<file path="src/rtl/uc_multiciclo_pila_pkg.sv">
// Shared constants for the multi-cycle control unit: opcodes, FSM states, error codes.
package uc_multiciclo_pila_pkg;

  // Exact-match opcodes; the wildcard classes (ALU, LOAD, OUT indirect) live in the decoder
  localparam logic [5:0] OP_JMP   = 6'b001001;
  localparam logic [5:0] OP_JZ    = 6'b001010;
  localparam logic [5:0] OP_JNZ   = 6'b001011;
  localparam logic [5:0] OP_JREL  = 6'b011001;
  localparam logic [5:0] OP_IN    = 6'b001100;
  localparam logic [5:0] OP_OUTR  = 6'b001101;
  localparam logic [5:0] OP_OUTI  = 6'b001110;
  localparam logic [5:0] OP_CALL  = 6'b011010;
  localparam logic [5:0] OP_RET   = 6'b011011;
  localparam logic [5:0] OP_HALT  = 6'b011100;

  localparam logic [1:0] ST_RUN   = 2'd0;
  localparam logic [1:0] ST_STALL = 2'd1;
  localparam logic [1:0] ST_HALT  = 2'd2;

  localparam logic [1:0] ERR_NONE = 2'b00;
  localparam logic [1:0] ERR_OVF  = 2'b01;
  localparam logic [1:0] ERR_UNF  = 2'b10;
  localparam logic [1:0] ERR_TMO  = 2'b11;

endpackage

</file>
<file path="src/rtl/uc_multiciclo_pila_ret_stack.sv">
// Return-address stack: push on CALL, pop on RET, top-of-stack read combinationally.
module uc_multiciclo_pila_ret_stack #(
  parameter int unsigned PC_W        = 10,
  parameter int unsigned STACK_DEPTH = 8,
  localparam int unsigned SP_W       = $clog2(STACK_DEPTH + 1),
  localparam int unsigned AW         = $clog2(STACK_DEPTH)
) (
  input  logic            i_clk,
  input  logic            i_reset,
  input  logic            i_push,
  input  logic            i_pop,
  input  logic [PC_W-1:0] i_data,
  output logic [PC_W-1:0] o_top,
  output logic            o_full,
  output logic            o_empty
);

  logic [SP_W-1:0] r_sp;
  logic [PC_W-1:0] r_mem [STACK_DEPTH];
  logic [AW-1:0]   w_wr_idx;
  logic [AW-1:0]   w_top_idx;

  assign o_full    = (r_sp == SP_W'(STACK_DEPTH));
  assign o_empty   = (r_sp == '0);
  assign w_wr_idx  = AW'(r_sp);
  assign w_top_idx = AW'(r_sp - SP_W'(1));
  assign o_top     = o_empty ? '0 : r_mem[w_top_idx];

  always_ff @(posedge i_clk or negedge i_reset) begin
    if (!i_reset) begin
      r_sp <= '0;
    end else if (i_push && !o_full) begin
      r_sp <= r_sp + SP_W'(1);
    end else if (i_pop && !o_empty) begin
      r_sp <= r_sp - SP_W'(1);
    end
  end

  // Storage is deliberately left unreset; only sp defines what is valid
  always_ff @(posedge i_clk) begin
    if (i_push && !o_full) begin
      r_mem[w_wr_idx] <= i_data;
    end
  end

endmodule

</file>
<file path="src/rtl/uc_multiciclo_pila.sv">
// Multi-cycle control unit: opcode decode, RUN/STALL/HALT FSM with I/O stall timeout, return stack.
module uc_multiciclo_pila
  import uc_multiciclo_pila_pkg::*;
#(
  parameter int unsigned NPORTS      = 4,
  parameter int unsigned PC_W        = 10,
  parameter int unsigned STACK_DEPTH = 8,
  parameter int unsigned TIMEOUT     = 255,
  localparam int unsigned PSW        = $clog2(NPORTS)
) (
  input  logic              i_clk,
  input  logic              i_reset,
  input  logic [5:0]        i_opcode,
  input  logic              i_z,
  input  logic [PSW-1:0]    i_puerto1,
  input  logic [PSW-1:0]    i_puerto2,
  input  logic [PC_W-1:0]   i_pc_ret,
  input  logic              i_in_valid,
  input  logic              i_out_ack,
  output logic [2:0]        o_op,
  output logic              o_pc_en,
  output logic              o_s_inc,
  output logic              o_s_inm,
  output logic              o_s_rel,
  output logic              o_s_ret,
  output logic              o_selentrada,
  output logic              o_selsalida,
  output logic              o_we3,
  output logic              o_in_ack,
  output logic [NPORTS-1:0] o_out_en,
  output logic [PC_W-1:0]   o_ret_addr,
  output logic              o_stack_empty,
  output logic              o_stack_full,
  output logic              o_halted,
  output logic [1:0]        o_err_code
);

  localparam int unsigned CNT_W = (TIMEOUT < 2) ? 1 : $clog2(TIMEOUT + 1);

  logic [1:0]       r_state;
  logic [CNT_W-1:0] r_cnt;
  logic [1:0]       r_err;
  logic [1:0]       w_state_nxt;
  logic [CNT_W-1:0] w_cnt_nxt;
  logic [1:0]       w_err_nxt;
  logic             w_push;
  logic             w_pop;
  logic             w_wait;
  logic             w_halt_req;
  logic [1:0]       w_halt_err;

  uc_multiciclo_pila_ret_stack #(
    .PC_W        (PC_W),
    .STACK_DEPTH (STACK_DEPTH)
  ) u_stack (
    .i_clk   (i_clk),
    .i_reset (i_reset),
    .i_push  (w_push),
    .i_pop   (w_pop),
    .i_data  (i_pc_ret),
    .o_top   (o_ret_addr),
    .o_full  (o_stack_full),
    .o_empty (o_stack_empty)
  );

  assign o_op       = i_opcode[2:0];
  assign o_halted   = (r_state == ST_HALT);
  assign o_err_code = r_err;

  // Decode plus next-state; nothing is decoded while in reset or HALT
  always_comb begin
    o_pc_en      = 1'b0;
    o_s_inc      = 1'b1;
    o_s_inm      = 1'b0;
    o_s_rel      = 1'b0;
    o_s_ret      = 1'b0;
    o_selentrada = 1'b0;
    o_selsalida  = 1'b0;
    o_we3        = 1'b0;
    o_in_ack     = 1'b0;
    o_out_en     = '0;
    w_push       = 1'b0;
    w_pop        = 1'b0;
    w_wait       = 1'b0;
    w_halt_req   = 1'b0;
    w_halt_err   = r_err;
    w_state_nxt  = r_state;
    w_cnt_nxt    = r_cnt;
    w_err_nxt    = r_err;

    if (i_reset && (r_state != ST_HALT)) begin
      o_pc_en = 1'b1;
      casez (i_opcode)
        6'b??0???: o_we3 = 1'b1;
        6'b??1000: begin
          o_we3   = 1'b1;
          o_s_inm = 1'b1;
        end
        OP_JMP:  o_s_inc = 1'b0;
        OP_JZ:   o_s_inc = !i_z;
        OP_JNZ:  o_s_inc = i_z;
        OP_JREL: o_s_rel = 1'b1;
        OP_IN: begin
          o_selentrada = 1'b1;
          if (i_in_valid) begin
            o_we3    = 1'b1;
            o_in_ack = 1'b1;
          end else begin
            o_pc_en = 1'b0;
            w_wait  = 1'b1;
          end
        end
        OP_OUTR, OP_OUTI, 6'b??1111: begin
          o_selsalida = (i_opcode != OP_OUTI);
          o_out_en    = (i_opcode == OP_OUTR || i_opcode == OP_OUTI) ?
                        (NPORTS'(1) << i_puerto1) : (NPORTS'(1) << i_puerto2);
          o_pc_en     = i_out_ack;
          w_wait      = !i_out_ack;
        end
        OP_CALL: begin
          if (!o_stack_full) begin
            w_push  = 1'b1;
            o_s_inc = 1'b0;
          end else begin
            o_pc_en    = 1'b0;
            w_halt_req = 1'b1;
            w_halt_err = ERR_OVF;
          end
        end
        OP_RET: begin
          if (!o_stack_empty) begin
            w_pop   = 1'b1;
            o_s_inc = 1'b0;
            o_s_ret = 1'b1;
          end else begin
            o_pc_en    = 1'b0;
            w_halt_req = 1'b1;
            w_halt_err = ERR_UNF;
          end
        end
        OP_HALT: begin
          o_pc_en    = 1'b0;
          w_halt_req = 1'b1;
        end
        default: ;
      endcase

      // Stall counter only advances on cycles spent in STALL without completion
      if (w_halt_req) begin
        w_state_nxt = ST_HALT;
        w_cnt_nxt   = '0;
        w_err_nxt   = w_halt_err;
      end else if (w_wait) begin
        if (r_state == ST_RUN) begin
          w_state_nxt = ST_STALL;
          w_cnt_nxt   = '0;
        end else begin
          w_cnt_nxt = r_cnt + CNT_W'(1);
          if ((TIMEOUT != 0) && (w_cnt_nxt == CNT_W'(TIMEOUT))) begin
            w_state_nxt = ST_HALT;
            w_cnt_nxt   = '0;
            w_err_nxt   = ERR_TMO;
          end
        end
      end else begin
        w_state_nxt = ST_RUN;
        w_cnt_nxt   = '0;
      end
    end
  end

  always_ff @(posedge i_clk or negedge i_reset) begin
    if (!i_reset) begin
      r_state <= ST_RUN;
      r_cnt   <= '0;
      r_err   <= ERR_NONE;
    end else begin
      r_state <= w_state_nxt;
      r_cnt   <= w_cnt_nxt;
      r_err   <= w_err_nxt;
    end
  end

endmodule

</file>
<file path="config.mk">
export PLATFORM = sky130hd
export DESIGN_NAME = uc_multiciclo_pila
export DESIGN_NICKNAME = d
export VERILOG_FILES = /design/src/rtl/uc_multiciclo_pila_pkg.sv /design/src/rtl/uc_multiciclo_pila_ret_stack.sv /design/src/rtl/uc_multiciclo_pila.sv
export SDC_FILE = /design/constraint.sdc
export NUM_CORES = 1
export LEC_CHECK = 0
export BUFFER_PORTS_ARGS = -buffer_cell sky130_fd_sc_hd__buf_2
export CORE_UTILIZATION = 58
export DETAILED_ROUTE_END_ITERATION = 10
export PLACE_DENSITY = 0.8
export SLEW_MARGIN = 20
export SYNTH_ARGS = -nofsm -noshare
export SYNTH_HDL_FRONTEND = slang
export SYNTH_SLANG_ARGS = --single-unit
</file>
<file path="constraint.sdc">
create_clock -name i_clk -period 3.55 [get_ports i_clk]
set_input_delay 0.1775 -clock i_clk [delete_from_list [all_inputs] [get_ports i_clk]]
set_output_delay 0.1775 -clock i_clk [all_outputs]
set_load 0.03 [all_outputs]
</file>
# Yosys cells after proc, flatten, opt, wreduce, memory -nomap -nowiden
# Memory sizes are Yosys's and may differ from the RTL's.
# Cells that the tools add are included.
# word_totals
ff_bits,16
ramBits,80
inputBits,25
output_inout_bits,31
wordCells,103
mem_count,1
# op_classes
add_sub_neg,3
n_eq_ne,22
shifts,2
mux,53
bitwise_logic,1
n_reduce_logical,17
# mem_list
name,depth,width,read_ports,rd_ports_with_merged_regs,write_ports,line,source
u_stack.r_mem,8,10,1,0,1,uc_multiciclo_pila_ret_stack.sv:19,logic [PC_W-1:0] r_mem [STACK_DEPTH];
# op_table
operator,n
equality test 6 x 4 -> 1 bit (second input constant),6
2-to-1 mux 8 bit,4
2-to-1 mux 1 bit,27
equality test 6 x 5 -> 1 bit (second input constant),4
2-to-1 mux 2 bit,10
2-to-1 mux 4 bit,5
equality test 4 bit (second input constant),3
2-to-1 mux 10 bit,1
case mux 1 bit (5 select lines),2
adder 8 x 1 -> 8 bit (second input constant),1
equality test 8 bit (second input constant),1
<< shifter 1 x 2 -> 4 bit (first input constant),2
AND reduction 7 bit,1
inequality test 3 bit (second input constant),2
inequality test 6 x 4 -> 1 bit (second input constant),1
nonzero test 2 bit,3
adder 4 x 1 -> 4 bit (second input constant),1
zero test 1 bit,4
zero test 4 bit,1
inequality test 4 x 3 -> 1 bit (second input constant),1
case mux 1 bit (2 select lines),2
case mux 2 bit (2 select lines),1
subtractor 4 x 1 -> 4 bit (second input constant),1
logical AND 1 bit,3
11 further kinds,11

# Logic depth before layout (Yosys ltp)
# logic_depth
word_depth,7
depth_mapped,10
ltp_nobuf,8

# Modules after synthesis
# A second synthesis with hierarchy kept.
# hier_totals
hier_cells,344
hier_area_um2,4624.4
# modules_own_cells
module,instances,cells_per_inst,area_per_inst_um2,seq_area_each_um2
uc_multiciclo_pila_ret_stack,1,194,3467.1,2502.4
uc_multiciclo_pila,1,150,1157.4,300.3

# Least setup slack after synthesis
# No wires, ideal clock.
# synth_path
path_type,register to register
startpoint,reg u_stack.r_sp[0]
endpoint,mem u_stack.r_mem[1][0] (enable)
setup_time_ns,0.390
arrival_ns,2.921
t_required_ns,3.160
setup_slack_ns,0.239
stages_incl_launch_ff,10
path_buffers,2
period_less_slack_ns,3.311
path_cell_list,dfrtp_1 -> clkbuf_1 -> buf_2 -> inv_1 -> ha_1 -> nor2b_1 -> and2_1 -> nor4_1 -> nand2_1 -> nor3_1
# synth_via
elab_chain_cells,7
word_cells_on_any_way,8
cone_classes,1 x eq/ne; 5 x mux; 2 x reduce/logical
# synth_lines
element,line,source
from (decl),uc_multiciclo_pila_ret_stack.sv:18,logic [SP_W-1:0] r_sp;
from (signal assigned),uc_multiciclo_pila_ret_stack.sv:33,r_sp <= r_sp + SP_W'(1);
from (signal assigned),uc_multiciclo_pila_ret_stack.sv:35,r_sp <= r_sp - SP_W'(1);
equality test 4 bit *,uc_multiciclo_pila_ret_stack.sv:23,assign o_full = (r_sp == SP_W'(STACK_DEPTH));
net o_stack_full,uc_multiciclo_pila.sv:33,"output logic o_stack_full,"
2-to-1 mux 1 bit,uc_multiciclo_pila.sv:121,if (!o_stack_full) begin
2-to-1 mux 1 bit,uc_multiciclo_pila.sv:93,casez (i_opcode)
2-to-1 mux 1 bit,uc_multiciclo_pila.sv:91,if (i_reset && (r_state != ST_HALT)) begin
logical AND 1 bit *,uc_multiciclo_pila_ret_stack.sv:41,if (i_push && !o_full) begin
2-to-1 mux 1 bit *,uc_multiciclo_pila_ret_stack.sv:41,
2-to-1 mux 1 bit (implied by the code) *,uc_multiciclo_pila_ret_stack.sv:42,r_mem[w_wr_idx] <= i_data;
to (decl),uc_multiciclo_pila_ret_stack.sv:19,
# The timed path passes the listed nets; every way through them passes the cells marked *.

# Worst setup path after layout
# layout_path
startpoint,reg u_stack.r_sp[1]
endpoint,out o_ret_addr[7]
# layout_via
elab_chain_cells,3
word_cells_on_any_way,4
cone_classes,1 x add/sub; 1 x mux; 1 x reduce/logical; 1 x memory
# layout_lines
element,line,source
subtractor 4 x 1 -> 4 bit,uc_multiciclo_pila_ret_stack.sv:26,assign w_top_idx = AW'(r_sp - SP_W'(1));
memory (8 x 10 bit),n/a,
2-to-1 mux 10 bit *,uc_multiciclo_pila_ret_stack.sv:27,assign o_top = o_empty ? '0 : r_mem[w_top_idx];
to (decl),uc_multiciclo_pila.sv:31,"output logic [PC_W-1:0] o_ret_addr,"
# Mark *: on every way between the ends. The rest lies on a longest branch, timed or not.

==> metrics list <==
- The flow ran to the end, and the final reports show no timing, DRC or antenna violations.
- The cell sitting at the root of the clock tree is a sky130_fd_sc_hd__clkbuf_8.
- For the pin with the worst max-slew slack, the measured transition is 0.914 ns.
- The critical path contains buffers and inverters numbering 2 combined.
- Critical Path Slowest Stage Cell: sky130_fd_sc_hd__ha_1
* Clock tree from TritonCTS: yes
* Worst Hold Class: in -> reg
* Cell class contributing the biggest share of worst-path delay: adder cells
- The H-tree generated during clock tree synthesis spans 3 levels.
* Critical path launch point type: flip-flop
* Std-Cell Core Area: 7330 um2
- STA classifies the critical path endpoint as a primary output.
- Upper clock frequency limit: 0.342 GHz
* Starting utilization of the core area: 60.8%
* Most frequent standard cell in the layout excluding fill and tap cells: sky130_fd_sc_hd__edfxtp_1
- The number of global-route vias before repair came to 2806.
- Of the available clock period, the critical path in the final layout requires 82.4%.
* Max-cap check violation count: 0
- Summing the areas of all compound-gate instances in the mapped netlist gives 8.62% of the synthesized area.
- Critical path required time: 3.37 ns
* Antenna violation net count after detailed routing: 0
- Adder and majority cell fraction of the synthesized area: 1.12%
- At the end of the flow, the number of nets in the layout was 417.
* Detailed Route Iter0 Violations: 191
- Endpoint arrival time on the critical path: 2.75 ns
- The clock reaches the later pin of the worst-skew pair after 0.36 ns.
* Dominant combinational cell family by area after synthesis: simple AND/OR/NAND/NOR gates
* Total via count after detailed routing: 2952
- For the final routed database, the setup TNS stands at 0 ns.
- Buffers inserted during clock tree synthesis total 9.
- RePlAce Congestion: 0.817
- Yosys cell types: 48
* Wire length per cell after detailed routing: 18.6 um
* Die outline area: 8030 um2
* Number of nets produced by synthesis: 356
- Final worst clock skew: 0.0152 ns
* Seq cells post-synth: 96
* Layout cell share with drive strength beyond 1: 28.2%
- After Yosys synthesis, XOR and XNOR cells account for 1.38% of the synthesized area.
- Max VDD drop: 0.504 mV
- Synthesized area divided by synthesized cell count: 13.6 um2
- The first global-routing pass estimated 14000 um of wire.
* Post-Synthesis Cell Area: 4450 um2
- Of the total synthesized cell area, the portion taken by AND, OR, NAND and NOR gates is 13.2%.
- Share of the core filled with cells in the final layout: 69.2%
- Launch instance of the worst min-delay path: i_pc_ret[3]
* Slowest stage delay, CP: 0.90 ns
- For hold timing, the worst endpoint is u_stack.r_mem[4][3]$_DFFE_PP_.
- Minimum clock period: 2.92 ns
- Row generation in the floorplan step produced 31 rows.
* CTS max path bufs: 2
* # fillers: 480
- The number of pins exceeding their max-slew limit in the final report was 0.
* Total grt overflow: 0
- Worst-path cell chain: inv_1, ha_1, mux4_2, nand2_1, a21oi_1, buf_2
- Max transition margin: 39.1%
* Leading cell types in the layout, fill and taps excluded: sky130_fd_sc_hd__edfxtp_1, sky130_fd_sc_hd__buf_2, sky130_fd_sc_hd__nand2_1
- Height of the die: 89.6 um
* Growth of design area from synthesis to finish: 13.9%
- The first TritonRoute pass finished after 5 iterations.
- Gates resized during post-CTS repair numbered 0.
* Drc violations: 0
* Number of setup violations in the final report: 0
- Endpoint of the lowest-slack register-to-register path: u_stack.r_mem[1][4]$_DFFE_PP_
- Post-synthesis instance total: 327
- In this run the critical register-to-register path is launched from u_stack.r_sp[1]$_DFFE_PN0P_.
- For this run, the number of Yosys warnings is 0.
- Setup repair after global routing left no endpoint under its margin.
- Measured against the total synthesized area, the mux share comes to 10.3%.
- The wire-length estimate of the detail-placed layout is 6160 um.
- Proportion of synthesized chip area in sequential cells: 62.9%
- IO Port Bufs: 55
- Leak Pwr: 1.84 nW
* Top-level port count: 56
- Antenna diodes: 0
- Across all register-to-register paths, the minimum setup slack is 1.06 ns.
- Initial antenna violation count: 0
- Total wirelength of the detailed-routed design: 9150 um
- Dividing the detail-routed via count by the number of cells gives 6.00.
- Startpoint-to-endpoint class of the critical path: reg -> out
* P per Cell Area: 590 nW/um2
- Counting every sink on the clock net gives 96.
- The final count of hold timing violations came to 0.
* Die Span X: 89.6 um
* Tot GR Track Use: 24.9%
- Clock transition at the register clock pins on the worst setup and hold paths after CTS: 0.10 ns
* R2R cell count: 8
- Maximum number of pins on one net before global-route repair: 25
* Hold path depth: 1
- Critical Path Fanout Max: 21
-- sequential cells by signal, summed over array words and instances (netlist names) --
| register | count |
|---|---|
| u_stack.r_mem | 80 |
| u_stack.r_sp | 4 |
| o_err_code | 2 |
| r_cnt | 8 |
| r_state | 2 |
-- routing by layer --
layer  vias up  routed length, um  track usage (%)
met5         -                  0                0
met4         0                207             11.7
met3        17                553             3.93
met2       129               4860             44.1
met1      1437               3530             29.9
li1       1369                  -                -
-- cell families after synthesis --
| group | Yosys count |
|---|---|
| flip-flops | 96 |
| buffers and inverters | 25 |
| AO/OA/AOI/OAI | 55 |
| XOR/XNOR | 7 |
| multiplexers | 21 |
| AND/OR/NAND/NOR | 119 |
| adder cells (fa/ha/maj) | 4 |
-- timing repair --
action	4_1_cts	5_1_grt
hold buffers	1	0
hold endpoints to repair	16	0
buffers inserted	0	0
-- power breakdown --
group / switching (W) / internal, W
clock: 0.000408 / 0.000341
combinational: 0.000594 / 0.000393
sequential: 0.0000180 / 0.00124
-- worst reg2reg max path, delay by kind of cell, from the launching register on --
kind                     cells  cell delay [ns]
adder cells (fa/ha/maj)      1             0.22
buffers and inverters        2             0.35
flip-flops                   1             0.49
AND/OR/NAND/NOR              5             1.14
-- stage by stage --
stage          std cells  setup WS [ns]  area [um2]  total power, W  hold WS, ns
2_1_floorplan        327          0.239        4450         0.00203       -0.118
3_3_place_gp         475           1.11        4850         0.00225        0.143
3_5_place_dp         475           1.04        4850         0.00227        0.149
4_1_cts              492          0.576        5070         0.00302       0.0911
5_1_grt              492          0.412        5070         0.00313       0.0857
6_report             492          0.626        5070         0.00299        0.103
-- Yosys cell counts (all sizes together) --
cell | number | area share, %
ha | 4 | 1.1
dfrtp | 16 | 9.0
nand2 | 43 | 3.6
buf | 6 | 0.84
or2 | 2 | 0.28
nor3b | 3 | 0.51
xor2 | 5 | 0.98
or4 | 2 | 0.42
a21o | 3 | 0.51
nand3 | 13 | 1.6
o211ai | 1 | 0.17
nor2b | 8 | 1.1
nor4b | 2 | 0.39
a2bb2oi | 2 | 0.67
a31oi | 6 | 0.84
edfxtp | 80 | 54
or3 | 6 | 0.84
and2 | 6 | 0.84
o32a | 1 | 0.22
a2111oi | 2 | 0.39
a32o | 1 | 0.22
a21oi | 14 | 1.7
nand2b | 3 | 0.42
o21ai | 14 | 1.6
a21boi | 1 | 0.17
clkbuf | 10 | 0.84
o22ai | 1 | 0.14
a31o | 1 | 0.20
nor2 | 18 | 1.5
inv | 9 | 0.76
nand4 | 5 | 0.70
o2bb2ai | 2 | 0.39
mux2i | 1 | 0.22
nor3 | 7 | 0.79
nor4 | 1 | 0.14
o21a | 1 | 0.17
a22oi | 1 | 0.17
a32oi | 1 | 0.20
o22a | 1 | 0.20
mux4 | 20 | 10
a211oi | 2 | 0.73
xnor2 | 2 | 0.39
-- area by class of cell --
cell class / instances / area (um2) / area share [%]
sequential: 96 / 2800 / 55.2
clock inverter: 7 / 86.3 / 1.70
tap: 99 / 124 / 2.44
multi-input combinational: 206 / 1540 / 30.4
inverter: 9 / 33.8 / 0.666
timing repair buffer: 66 / 360 / 7.10
clock buffer: 9 / 124 / 2.44
-- worst max-delay path by stage --
stage                                     start                       endpoint  slack [ns]  cells after the start
finish              u_stack.r_sp[1]$_DFFE_PN0P_                  o_ret_addr[7]        0.63                      6
global route        u_stack.r_sp[1]$_DFFE_PN0P_                  o_ret_addr[0]        0.41                      6
CTS                 u_stack.r_sp[1]$_DFFE_PN0P_                  o_ret_addr[0]        0.58                      6
detailed placement  u_stack.r_sp[1]$_DFFE_PN0P_                  o_ret_addr[7]        1.04                      6
global placement                        i_reset  u_stack.r_mem[1][7]$_DFFE_PP_        1.11                      6
floorplan           u_stack.r_sp[0]$_DFFE_PN0P_  u_stack.r_mem[1][0]$_DFFE_PP_        0.24                      9
(Power assumes the default switching activity.)
